File: config.mk
export PLATFORM = sky130hd
export DESIGN_NAME = adt7420_sched
export DESIGN_NICKNAME = d
export VERILOG_FILES = /design/src/rtl/adt7420_sched.sv
export SDC_FILE = /design/constraint.sdc
export NUM_CORES = 1
export LEC_CHECK = 0
export CORE_MARGIN = 3
export CORE_UTILIZATION = 40
export CTS_BUF_LIST = sky130_fd_sc_hd__clkbuf_8
export DETAILED_ROUTE_END_ITERATION = 7
export GPL_ROUTABILITY_DRIVEN = 0
export PLACE_DENSITY = 0.66
export SLEW_MARGIN = 20
export SYNTH_ARGS = -nofsm -noshare
export SYNTH_HDL_FRONTEND = slang
export SYNTH_SLANG_ARGS = --single-unit
File: constraint.sdc
create_clock -name CLK -period 4.6 [get_ports CLK]
set_input_delay 0.92 -clock CLK [delete_from_list [all_inputs] [get_ports CLK]]
set_output_delay 0.92 -clock CLK [all_outputs]
set_load 0.02 [all_outputs]
File: src/rtl/adt7420_sched.sv
// ADT7420 access sequencer: one-time configuration write, periodic 16-bit temperature
// reads, and fixed-priority sharing of the single I2C master with a host register port.
module adt7420_sched #(
   parameter int         SAMPLE_DIV  = 25000000,
   parameter logic [7:0] CFG_ADDR    = 8'h03,
   parameter logic [7:0] CFG_VAL     = 8'h80,
   parameter logic [7:0] TEMP_ADDR   = 8'h00,
   parameter int         TIMEOUT_CYC = 2000000
) (
   input  logic        CLK,
   input  logic        RSTn,
   input  logic        enable,
   input  logic        host_wr_req,
   input  logic [7:0]  host_wr_addr,
   input  logic [7:0]  host_wr_data,
   output logic        host_wr_ack,
   input  logic        host_rd_req,
   input  logic [7:0]  host_rd_addr,
   output logic [7:0]  host_rd_data,
   output logic        host_rd_ack,
   output logic [2:0]  iic_start,
   output logic [7:0]  iic_addr,
   output logic [7:0]  iic_wrdata,
   input  logic [15:0] iic_rddata,
   input  logic        iic_done,
   output logic [15:0] temp_raw,
   output logic [8:0]  temp_int,
   output logic [6:0]  temp_frac,
   output logic        temp_valid,
   output logic        busy,
   output logic        timeout_err
);

   // state  | meaning
   // S_RST  | out of reset, waiting for enable
   // S_INIT | configuration write outstanding
   // S_GAP  | one idle cycle between commands
   // S_IDLE | choose next command: sample, host write, host read
   // S_TEMP | 16-bit temperature read outstanding
   // S_HWR  | host byte write outstanding
   // S_HRD  | host byte read outstanding
   typedef enum logic [2:0] {
      S_RST, S_INIT, S_GAP, S_IDLE, S_TEMP, S_HWR, S_HRD
   } state_t;

   localparam int SW = $clog2(SAMPLE_DIV + 1);
   localparam int TW = $clog2(TIMEOUT_CYC + 1);
   localparam logic [SW-1:0] SAMPLE_LAST = SW'(SAMPLE_DIV - 1);
   localparam logic [TW-1:0] TIMEOUT_LAST = TW'(TIMEOUT_CYC - 1);

   state_t        state, state_nxt;
   logic [2:0]    start_nxt;
   logic [7:0]    addr_nxt, wrdata_nxt, rd_data_nxt;
   logic [15:0]   raw_nxt;
   logic          valid_nxt, wr_ack_nxt, rd_ack_nxt;
   logic          init_done, init_done_nxt;
   logic          issue, issue_temp;
   logic          sample_pend, sample_tick;
   logic [SW-1:0] sample_cnt;
   logic [TW-1:0] to_cnt;

   always_ff @(posedge CLK or negedge RSTn) begin
      if (!RSTn) begin
         state        <= S_RST;
         iic_start    <= '0;
         iic_addr     <= '0;
         iic_wrdata   <= '0;
         temp_raw     <= '0;
         temp_valid   <= 1'b0;
         host_rd_data <= '0;
         host_wr_ack  <= 1'b0;
         host_rd_ack  <= 1'b0;
         init_done    <= 1'b0;
      end else begin
         state        <= state_nxt;
         iic_start    <= start_nxt;
         iic_addr     <= addr_nxt;
         iic_wrdata   <= wrdata_nxt;
         temp_raw     <= raw_nxt;
         temp_valid   <= valid_nxt;
         host_rd_data <= rd_data_nxt;
         host_wr_ack  <= wr_ack_nxt;
         host_rd_ack  <= rd_ack_nxt;
         init_done    <= init_done_nxt;
      end
   end

   // Command fields are only loaded at issue, so they hold steady until iic_done.
   always_comb begin
      state_nxt     = state;
      start_nxt     = iic_start;
      addr_nxt      = iic_addr;
      wrdata_nxt    = iic_wrdata;
      raw_nxt       = temp_raw;
      rd_data_nxt   = host_rd_data;
      valid_nxt     = 1'b0;
      wr_ack_nxt    = 1'b0;
      rd_ack_nxt    = 1'b0;
      init_done_nxt = init_done;
      issue         = 1'b0;
      issue_temp    = 1'b0;
      case (state)
         S_RST: begin
            if (enable) begin
               state_nxt  = S_INIT;
               start_nxt  = 3'b001;
               addr_nxt   = CFG_ADDR;
               wrdata_nxt = CFG_VAL;
               issue      = 1'b1;
            end
         end
         S_INIT: begin
            if (iic_done) begin
               state_nxt     = S_GAP;
               start_nxt     = '0;
               init_done_nxt = 1'b1;
            end
         end
         S_GAP: state_nxt = S_IDLE;
         S_IDLE: begin
            if (sample_pend && enable) begin
               state_nxt  = S_TEMP;
               start_nxt  = 3'b100;
               addr_nxt   = TEMP_ADDR;
               issue      = 1'b1;
               issue_temp = 1'b1;
            end else if (host_wr_req) begin
               state_nxt  = S_HWR;
               start_nxt  = 3'b001;
               addr_nxt   = host_wr_addr;
               wrdata_nxt = host_wr_data;
               issue      = 1'b1;
            end else if (host_rd_req) begin
               state_nxt  = S_HRD;
               start_nxt  = 3'b010;
               addr_nxt   = host_rd_addr;
               issue      = 1'b1;
            end
         end
         S_TEMP: begin
            if (iic_done) begin
               state_nxt = S_GAP;
               start_nxt = '0;
               raw_nxt   = iic_rddata;
               valid_nxt = 1'b1;
            end
         end
         S_HWR: begin
            if (iic_done) begin
               state_nxt  = S_GAP;
               start_nxt  = '0;
               wr_ack_nxt = 1'b1;
            end
         end
         S_HRD: begin
            if (iic_done) begin
               state_nxt   = S_GAP;
               start_nxt   = '0;
               rd_data_nxt = iic_rddata[7:0];
               rd_ack_nxt  = 1'b1;
            end
         end
         default: state_nxt = S_RST;
      endcase
   end

   assign sample_tick = enable && init_done && (sample_cnt == SAMPLE_LAST);

   // A tick arriving while a sample is already pending is dropped, not queued.
   always_ff @(posedge CLK or negedge RSTn) begin
      if (!RSTn) begin
         sample_cnt  <= '0;
         sample_pend <= 1'b0;
      end else begin
         if (enable && init_done) begin
            if (sample_cnt == SAMPLE_LAST) sample_cnt <= '0;
            else                           sample_cnt <= sample_cnt + 1'b1;
         end
         if (issue_temp)       sample_pend <= 1'b0;
         else if (sample_tick) sample_pend <= 1'b1;
      end
   end

   // The master cannot be aborted, so a timeout only flags; the command stays up.
   always_ff @(posedge CLK or negedge RSTn) begin
      if (!RSTn) begin
         to_cnt      <= '0;
         timeout_err <= 1'b0;
      end else if (issue) begin
         to_cnt <= '0;
      end else if (busy) begin
         if (to_cnt == TIMEOUT_LAST) timeout_err <= 1'b1;
         else                        to_cnt      <= to_cnt + 1'b1;
      end
   end

   assign busy      = |iic_start;
   assign temp_int  = temp_raw[15:7];
   assign temp_frac = temp_raw[6:0];

endmodule

==> impl_metrics.json, run 1 <==
{
  "whs_path_depth": 1,
  "diodes": 0,
  "worst_pin_slew_ns": 0.916,
  "gr-total-overflow": 0,
  "port_buffers": 109,
  "grt_max_degree": 75,
  "synthArstFlopShare_pct": 100,
  "areaGrowthSynthToFinish_pct": 28.0,
  "r2r_end": "to_cnt[1]",
  "p_int_mw": 2.13,
  "status": "complete, no violations",
  "avgSynthCellArea_um2": 10.6,
  "holdBufCountCts": 0,
  "irDropWorstVdd_uv": 378,
  "clkLatencyLatePin_ns": 0.37,
  "antenna_left": 0,
  "net-switching-power_mw": 1.26,
  "min_period_over_period_pct": 60.0,
  "core_um2": 11200,
  "start_kind": "flip-flop",
  "io-pin-count": 110,
  "clk_pin_slew_worst_paths_ns": 0.09,
  "synth_edf_count": 0,
  "final.setup.tns_ns": 0,
  "syn_nets": 494,
  "wire_per_inst_um": 15.4,
  "pwr-share-clk_pct": 19.1,
  "dieHeight_um": 115,
  "cts_sinks": 98,
  "fmax_mhz": 362,
  "path_buf_inv": 1,
  "antenna_found_initial": 0,
  "ys.warnings.count": 0,
  "hold_viol_final": 0,
  "cts_tree": "built",
  "seq_area_frac_synth_pct": 52.1,
  "hold_path_end": "timeout_err",
  "combPwrFrac_pct": 42.5,
  "start_util_pct": 42.2,
  "power_frac_seq_pct": 38.4,
  "rsz0062_at_grt": "false",
  "die_w_um": 115,
  "reg2reg_slack_ns": 2.41,
  "die_area_um2": 13100,
  "relSlewSlack_pct": 38.9,
  "cts_buffers": 9,
  "layout-drive-gt1-share_pct": 8.64,
  "p_leak_nw": 2.61,
  "remaining_drc_errors": 0,
  "cp.arrival_ns": 1.84,
  "h-tree-depth": 3,
  "r2r_start": "to_cnt[11]",
  "num_vias": 3590,
  "root_buffer": "clkbuf_8",
  "cts_resized": 0,
  "ys_types": 62,
  "synthCells": 446,
  "slew_violations": 0,
  "crit_required_ns": 3.68,
  "syn_area_um2": 4710,
  "dp_hpwl_um": 7680,
  "crit_family": "buffers and inverters",
  "finClkSkew_ns": 0.00813,
  "hp-class": "reg2reg",
  "p_total_mw": 3.39,
  "setup_viol": 0,
  "r2r_cells": 5,
  "ys_seq_elements": 98,
  "final_cell_mix": "108 x clkdlybuf4s50_1, 98 x dfrtp_1, 58 x nand2_1, 35 x nor2_1, 18 x nand4_1",
  "wl_um": 10500,
  "grt_usage_pct": 16.6,
  "rows": 38,
  "post_cts_buffers": 0,
  "fin_crit_ns": 2.76,
  "worstSetupEndpointType": "output port",
  "slowest_stage": "clkdlybuf4s50_1",
  "drtIter0Drc": 136,
  "hp-start": "timeout_err",
  "final_common_cell": "clkdlybuf4s50_1",
  "drt_pass1_iterations": 4,
  "vias_per_cell": 5.25,
  "max_cap_viol_count": 0,
  "crit_fanout": 6,
  "crit_chain": "or3_1, clkdlybuf4s50_1",
  "grt_pass1_wl_um": 17500,
  "cellPowerDensity_nw_per_um2": 562,
  "netSwitchingFraction_pct": 37.2,
  "cpPeakStageDelay_ns": 0.56,
  "grt_pass1_vias": 3567,
  "fin_nets": 589,
  "crit_type": "reg2out",
  "synth_ff_type": "dfrtp_1",
  "cts_buffer_depth": 2
}
[state kept, by name, summed over array words and instances, names as in the netlist, 3 cells and up]
| name | cells |
|---|---|
| host_rd_data | 8 |
| iic_addr | 8 |
| iic_start | 3 |
| iic_wrdata | 8 |
| sample_cnt | 25 |
| state | 3 |
| temp_raw | 16 |
| to_cnt | 21 |
[cell type report]
class | instances | area, um^2
Fill cell | 1013 | 5140
Sequential cell | 98 | 2450
Multi-Input combinational cell | 312 | 2030
Timing Repair Buffer | 112 | 1110
Tap cell | 140 | 175
Clock buffer | 9 | 124
Clock inverter | 5 | 105
Inverter | 8 | 30.0
[metal layers]
layer | GRT usage, % | vias up | wire (um)
met5 | 0 | - | 0
met4 | 6.65 | 0 | 173
met3 | 3.17 | 13 | 548
met2 | 26.2 | 83 | 5010
met1 | 22.6 | 1750 | 4810
li1 | - | 1744 | -
[Yosys cell counts, types with 12 or more instances]
cell / instances / share of area, %
a21oi_1: 13 / 1.4
buf_4: 16 / 2.6
dfrtp_1: 98 / 52
nand2_1: 58 / 4.6
nand3_1: 16 / 1.7
nand4_1: 18 / 2.4
nor2_1: 35 / 2.8
o21ai_0: 12 / 1.3
or3_1: 12 / 1.6
xnor2_1: 12 / 2.2
xor2_1: 17 / 3.2
[power by group through the flow]
stage	clock network, mW	logic, mW	registers [mW]
after detailed placement	0	1.46	1.32
after CTS	0.667	1.46	1.30
final	0.648	1.44	1.30
after global routing	0.706	1.56	1.34
after global placement	0	1.44	1.31
after floorplan	0	0.698	1.49
[worst max path at each step]
stage	startpoint	endpoint	slack, ns	depth (start not counted)
2_1_floorplan	enable	to_cnt[2]	2.56	5
3_3_place_gp	enable	to_cnt[2]	1.74	7
3_5_place_dp	enable	iic_wrdata[5]	1.68	6
4_1_cts	iic_start[1]	busy	1.81	2
5_1_grt	iic_start[1]	busy	1.76	2
6_report	iic_start[0]	busy	1.84	2
[kinds of logic (layout without fill, tap and decap cells)]
group / Yosys count / in the layout / synth area share, %
fa+ha+maj: 2 / 2 / 0.531
flops: 98 / 98 / 52.1
compound gates: 68 / 68 / 9.70
xor+xnor: 29 / 29 / 5.39
mux: 25 / 25 / 5.74
buf+inv: 36 / 134 / 4.78
simple gates: 188 / 188 / 21.8
[stage by stage]
| stage | hold slack (ns) | utilization, % | setup slack, ns | area (um^2) | cells |
|---|---|---|---|---|---|
| after floorplan | 0.459 | - | 2.56 | 4710 | 446 |
| after global routing | 0.509 | 54.0 | 1.76 | 6030 | 684 |
| after detailed placement | 0.466 | 51.9 | 1.68 | 5800 | 670 |
| final | 0.481 | 54.0 | 1.84 | 6030 | 684 |
| after global placement | 0.453 | 51.9 | 1.74 | 5800 | 670 |
| after CTS | 0.486 | 54.0 | 1.81 | 6030 | 684 |
Power figures use the tool's default switching activity.
==> run 2, diff against run 1 <==
clock period = 2.7 ns   (was 4.6 ns; I/O delays follow)
==> run 2 against run 1 <==
Effect of this change:
- count of clock-buffer cells in the layout is 2 higher
- combinational power up 72%
- clock power grew 49%
- design area grew 0.31%
- setup slack worse by 1.5 ns
- die area stayed put
- flip-flop and latch count did not move
- via count increased by 0.19%
- utilization grew 0.17 points
- clock skew is 0.00074 ns higher
==> impl_metrics.json, run 2 (synthesis results as in run 1) <==
{
  "crit_chain": "or3_1, clkdlybuf4s50_1",
  "cellPowerDensity_nw_per_um2": 937,
  "fin_crit_ns": 2.41,
  "cpPeakStageDelay_ns": 0.57,
  "cts_sinks": 98,
  "grt_pass1_wl_um": 17900,
  "final_cell_mix": "108 x clkdlybuf4s50_1, 98 x dfrtp_1, 58 x nand2_1, 35 x nor2_1, 18 x nand4_1",
  "die_w_um": 115,
  "fin_nets": 593,
  "grt_max_degree": 54,
  "grt_usage_pct": 17.2,
  "hp-class": "in2async",
  "crit_required_ns": 2.16,
  "hold_viol_final": 0,
  "largest_register_ffs": 25,
  "fillCellCount": 1014,
  "p_total_mw": 5.67,
  "start_kind": "flip-flop",
  "cts_tree": "built",
  "utilization_pct": 54.1,
  "wl_um": 10800,
  "rsz0062_at_grt": "false",
  "max_cap_viol_count": 0,
  "holdBufCountCts": 0,
  "final.setup.tns_ns": 0,
  "core_um2": 11200,
  "diodes": 0,
  "antenna_found_initial": 0,
  "grt_pass1_vias": 3684,
  "dieHeight_um": 115,
  "setup_ws_ns": 0.294,
  "reg2reg_slack_ns": 0.76,
  "irDropWorstVdd_uv": 692,
  "antenna_left": 0,
  "cts_buffers": 9,
  "root_buffer": "clkbuf_8",
  "slowest_stage": "clkdlybuf4s50_1",
  "rows": 38,
  "num_vias": 3597,
  "drt_pass1_iterations": 4,
  "crit_type": "reg2out",
  "slew_violations": 0,
  "worstSetupEndpointType": "output port",
  "placed_area_um2": 5840,
  "vias_per_cell": 5.21,
  "remaining_drc_errors": 0,
  "status": "complete, no violations",
  "crit_family": "buffers and inverters",
  "die_area_um2": 13100,
  "dp_hpwl_um": 7810,
  "regArea_um2": 2450,
  "layout-drive-gt1-share_pct": 9.45,
  "wire_per_inst_um": 15.6,
  "p_leak_nw": 2.63,
  "reg_top3": "sample_cnt: 25 flops, to_cnt: 21 flops, temp_raw: 16 flops",
  "cts_buffer_depth": 2,
  "post_cts_buffers": 0,
  "cp.arrival_ns": 1.87,
  "io-pin-count": 110,
  "setup_viol": 0,
  "final_cell_area_um2": 6050,
  "dpl.cell_count": 674,
  "cts_resized": 0,
  "drtIter0Drc": 142,
  "clk_pin_slew_worst_paths_ns": 0.09,
  "finClkSkew_ns": 0.00887,
  "multi_input_area_um2": 2030,
  "final_common_cell": "clkdlybuf4s50_1",
  "gr-total-overflow": 0,
  "start_util_pct": 42.2,
  "min_period_over_period_pct": 89.1,
  "worst_pin_slew_ns": 0.730,
  "path_buf_inv": 1,
  "port_buffers": 109,
  "crit_fanout": 6,
  "fmax_mhz": 416,
  "finalHoldWorstSlack_ns": 0.221,
  "regMostFlops": "sample_cnt",
  "areaGrowthSynthToFinish_pct": 28.4,
  "dp_slack_ns": 0.278,
  "clkLatencyLatePin_ns": 0.37,
  "relSlewSlack_pct": 50.7,
  "fin_cells": 690,
  "h-tree-depth": 3
}
## run 2: changes by cell type in the layout (fill, tap and decap cells not counted)
cell / change
buf_4: +3
bufinv_16: -2
clkbuf_8: +2
buf_12: +1
clkinv_2: +1
inv_1: +1
## run 2: final timing paths
kind,startpoint,endpoint,cells after the start
worst min-delay path,RSTn,to_cnt[11],1
worst min register to register,host_rd_data[6],host_rd_data[6],2
worst max register to register,to_cnt[0],to_cnt[14],6
max in group asynchronous,RSTn,iic_start[2],2
worst max-delay path,iic_start[1],busy,2
min in group CLK,host_rd_data[6],host_rd_data[6],2
## run 2: layer usage
| layer | GRT usage, % | vias up | part of all wire [%] |
|---|---|---|---|
| li1 | - | 1762 | - |
| met3 | 3.38 | 13 | 4.7 |
| met2 | 27.1 | 72 | 49 |
| met5 | 0 | - | 0 |
| met1 | 23.0 | 1750 | 45 |
| met4 | 7.60 | 0 | 1.8 |
## run 2: power breakdown
part           internal (mW)  leakage [nW]  switching (mW)  total [mW]
Combinational           1.18          1.25            1.30        2.48
Sequential              1.86          1.28           0.355        2.22
Clock                  0.474         0.103           0.493       0.967
## run 2: worst reg2reg max path, cell delays in order, from the launching register on
cell and delay [ns]:
dfrtp_1 0.40, ha_1 0.23, o311ai_0 0.27, nor4_2 0.52, nand3_1 0.17, xor2_1 0.17
nor2_1 0.06
## run 2: cell type report
cell class / count / area share, %
flip-flops and latches: 98 / 40.5
multi-input cells: 312 / 33.6
inverters: 8 / 0.496
clock inverters: 5 / 0.890
repair buffers: 116 / 19.1
well taps: 140 / 2.90
clock buffers: 11 / 2.50
==> run 3, diff against run 2 <==
CORE_ASPECT_RATIO = 1.5   (was not set)
==> run 3 against run 2 <==
Effect of this change:
- register-to-register slack about the same
- clock skew up 0.0044 ns
- fmax about the same
- via count up 1.8%
- sequential power about the same
- setup slack worse by 0.0012 ns
- power up 2.5%
- die area up 0.21%
- first-iteration DRC count up 9.9%
- count of clock-buffer cells in the layout unchanged
- sequential share of layout area down 0.17 points
- non-clock buffer count down 2
- critical path type unchanged
==> impl_metrics.json, run 3 (synthesis results as in run 1) <==
{
  "cts_resized": 0,
  "drtIter0Drc": 156,
  "r2r_cells": 5,
  "rows": 47,
  "path_depth": 2,
  "p_int_mw": 3.61,
  "post_cts_buffers": 0,
  "grt_usage_pct": 18.0,
  "remaining_drc_errors": 0,
  "gr-total-overflow": 0,
  "crit_family": "buffers and inverters",
  "vias_per_cell": 5.27,
  "crit_fanout": 6,
  "num_vias": 3661,
  "port_buffers": 109,
  "die_w_um": 94.6,
  "grt_max_degree": 66,
  "cts_tree": "built",
  "finClkSkew_ns": 0.0132,
  "rsz0062_at_grt": "false",
  "netSwitchingFraction_pct": 37.8,
  "power_frac_seq_pct": 38.4,
  "grt_pass1_vias": 3768,
  "diodes": 0,
  "die_area_um2": 13100,
  "antenna_found_initial": 0,
  "crit_required_ns": 2.16,
  "start_util_pct": 41.7,
  "dieHeight_um": 139,
  "fmax_mhz": 415,
  "crit_chain": "or3_1, clkdlybuf4s50_1",
  "cts_sinks": 98,
  "worst_pin_slew_ns": 0.592,
  "crit_end": "busy",
  "max_cap_viol_count": 0,
  "clkLatencyLatePin_ns": 0.37,
  "final_common_cell": "clkdlybuf4s50_1",
  "path_buf_inv": 1,
  "cts_buffers": 9,
  "regMostFlops": "sample_cnt",
  "crit_type": "reg2out",
  "start_kind": "flip-flop",
  "root_buffer": "clkbuf_8",
  "fin_nets": 591,
  "layout-drive-gt1-share_pct": 9.31,
  "r2r_start": "state[0]",
  "dpl.cell_count": 679,
  "areaGrowthSynthToFinish_pct": 29.0,
  "p_total_mw": 5.81,
  "min_period_over_period_pct": 89.2,
  "pwr-share-clk_pct": 18.8,
  "crit_start": "iic_start[1]",
  "grt_pass1_wl_um": 18900,
  "final.setup.tns_ns": 0,
  "slowest_stage": "clkdlybuf4s50_1",
  "holdBufCountCts": 0,
  "r2r_end": "iic_wrdata[3]",
  "relSlewSlack_pct": 60.0,
  "irDropWorstVdd_uv": 453,
  "antenna_left": 0,
  "worstSetupEndpointType": "output port",
  "h-tree-depth": 3,
  "combPwrFrac_pct": 42.8,
  "hold_viol_final": 0,
  "wire_per_inst_um": 16.0,
  "dp_hpwl_um": 8240,
  "fillCellCount": 1025,
  "reg2reg_slack_ns": 0.75,
  "io-pin-count": 110,
  "drt_pass1_iterations": 6,
  "clk_pin_slew_worst_paths_ns": 0.10,
  "cpPeakStageDelay_ns": 0.57,
  "fin_crit_ns": 2.41,
  "cts_buffer_depth": 2,
  "wl_um": 11100,
  "setup_viol": 0,
  "slew_violations": 0,
  "largest_register_ffs": 25,
  "net-switching-power_mw": 2.20,
  "hp-class": "in2async",
  "fin_cells": 695,
  "final_cell_mix": "108 x clkdlybuf4s50_1, 98 x dfrtp_1, 58 x nand2_1, 35 x nor2_1, 18 x nand4_1",
  "status": "complete, no violations",
  "p_leak_nw": 2.64,
  "reg_top3": "sample_cnt: 25 flops, to_cnt: 21 flops, temp_raw: 16 flops",
  "cellPowerDensity_nw_per_um2": 957,
  "core_um2": 11300,
  "cp.arrival_ns": 1.87
}
[run 3: area by class of cell]
type,count,area (um^2),share of cell area [%]
flip-flops and latches,98,2450,40.4
multi-input cells,312,2030,33.5
repair buffers,114,1140,18.7
well taps,147,184,3.03
clock buffers,11,151,2.49
clock inverters,5,85.1,1.40
inverters,8,30.0,0.494
[run 3: through the flow]
stage          setup WS (ns)  hold WS, ns  instance area, um^2  util, %
2_1_floorplan          0.956        0.244                 4710        -
3_3_place_gp           0.278        0.460                 5840     51.7
3_5_place_dp           0.200        0.464                 5840     51.7
4_1_cts                0.272        0.109                 6070     53.8
5_1_grt                0.226        0.117                 6070     53.8
6_report               0.293        0.105                 6070     53.8
[run 3: worst reg2reg max path, delay by kind of cell, from the launching register on]
family | cells | cell delay (ns)
AOI/OAI and AO/OA | 2 | 0.56
DFF | 1 | 0.65
and+or+nand+nor | 3 | 0.64
[run 3: how the worst min path moves through the flow]
stage,startpoint,end,depth (start not counted)
finish,RSTn,iic_wrdata[2],1
global route,RSTn,iic_wrdata[2],1
CTS,RSTn,iic_wrdata[2],1
detailed placement,host_rd_data[2],host_rd_data[2],2
global placement,host_rd_data[2],host_rd_data[2],2
floorplan,RSTn,host_rd_ack,0
[run 3: layer usage]
layer  track usage [%]  wire (um)
met3              3.58        473
met5                 0          0
met1              21.5       4420
met4              6.54        251
met2              31.5       5970
[run 3: power by group through the flow]
stage | Clock [mW] | Combinational, mW | Sequential, mW
after global routing | 1.19 | 2.67 | 2.30
final | 1.09 | 2.49 | 2.23
after CTS | 1.13 | 2.52 | 2.23
after global placement | 0 | 2.46 | 2.25
after floorplan | 0 | 1.19 | 2.53
after detailed placement | 0 | 2.51 | 2.26
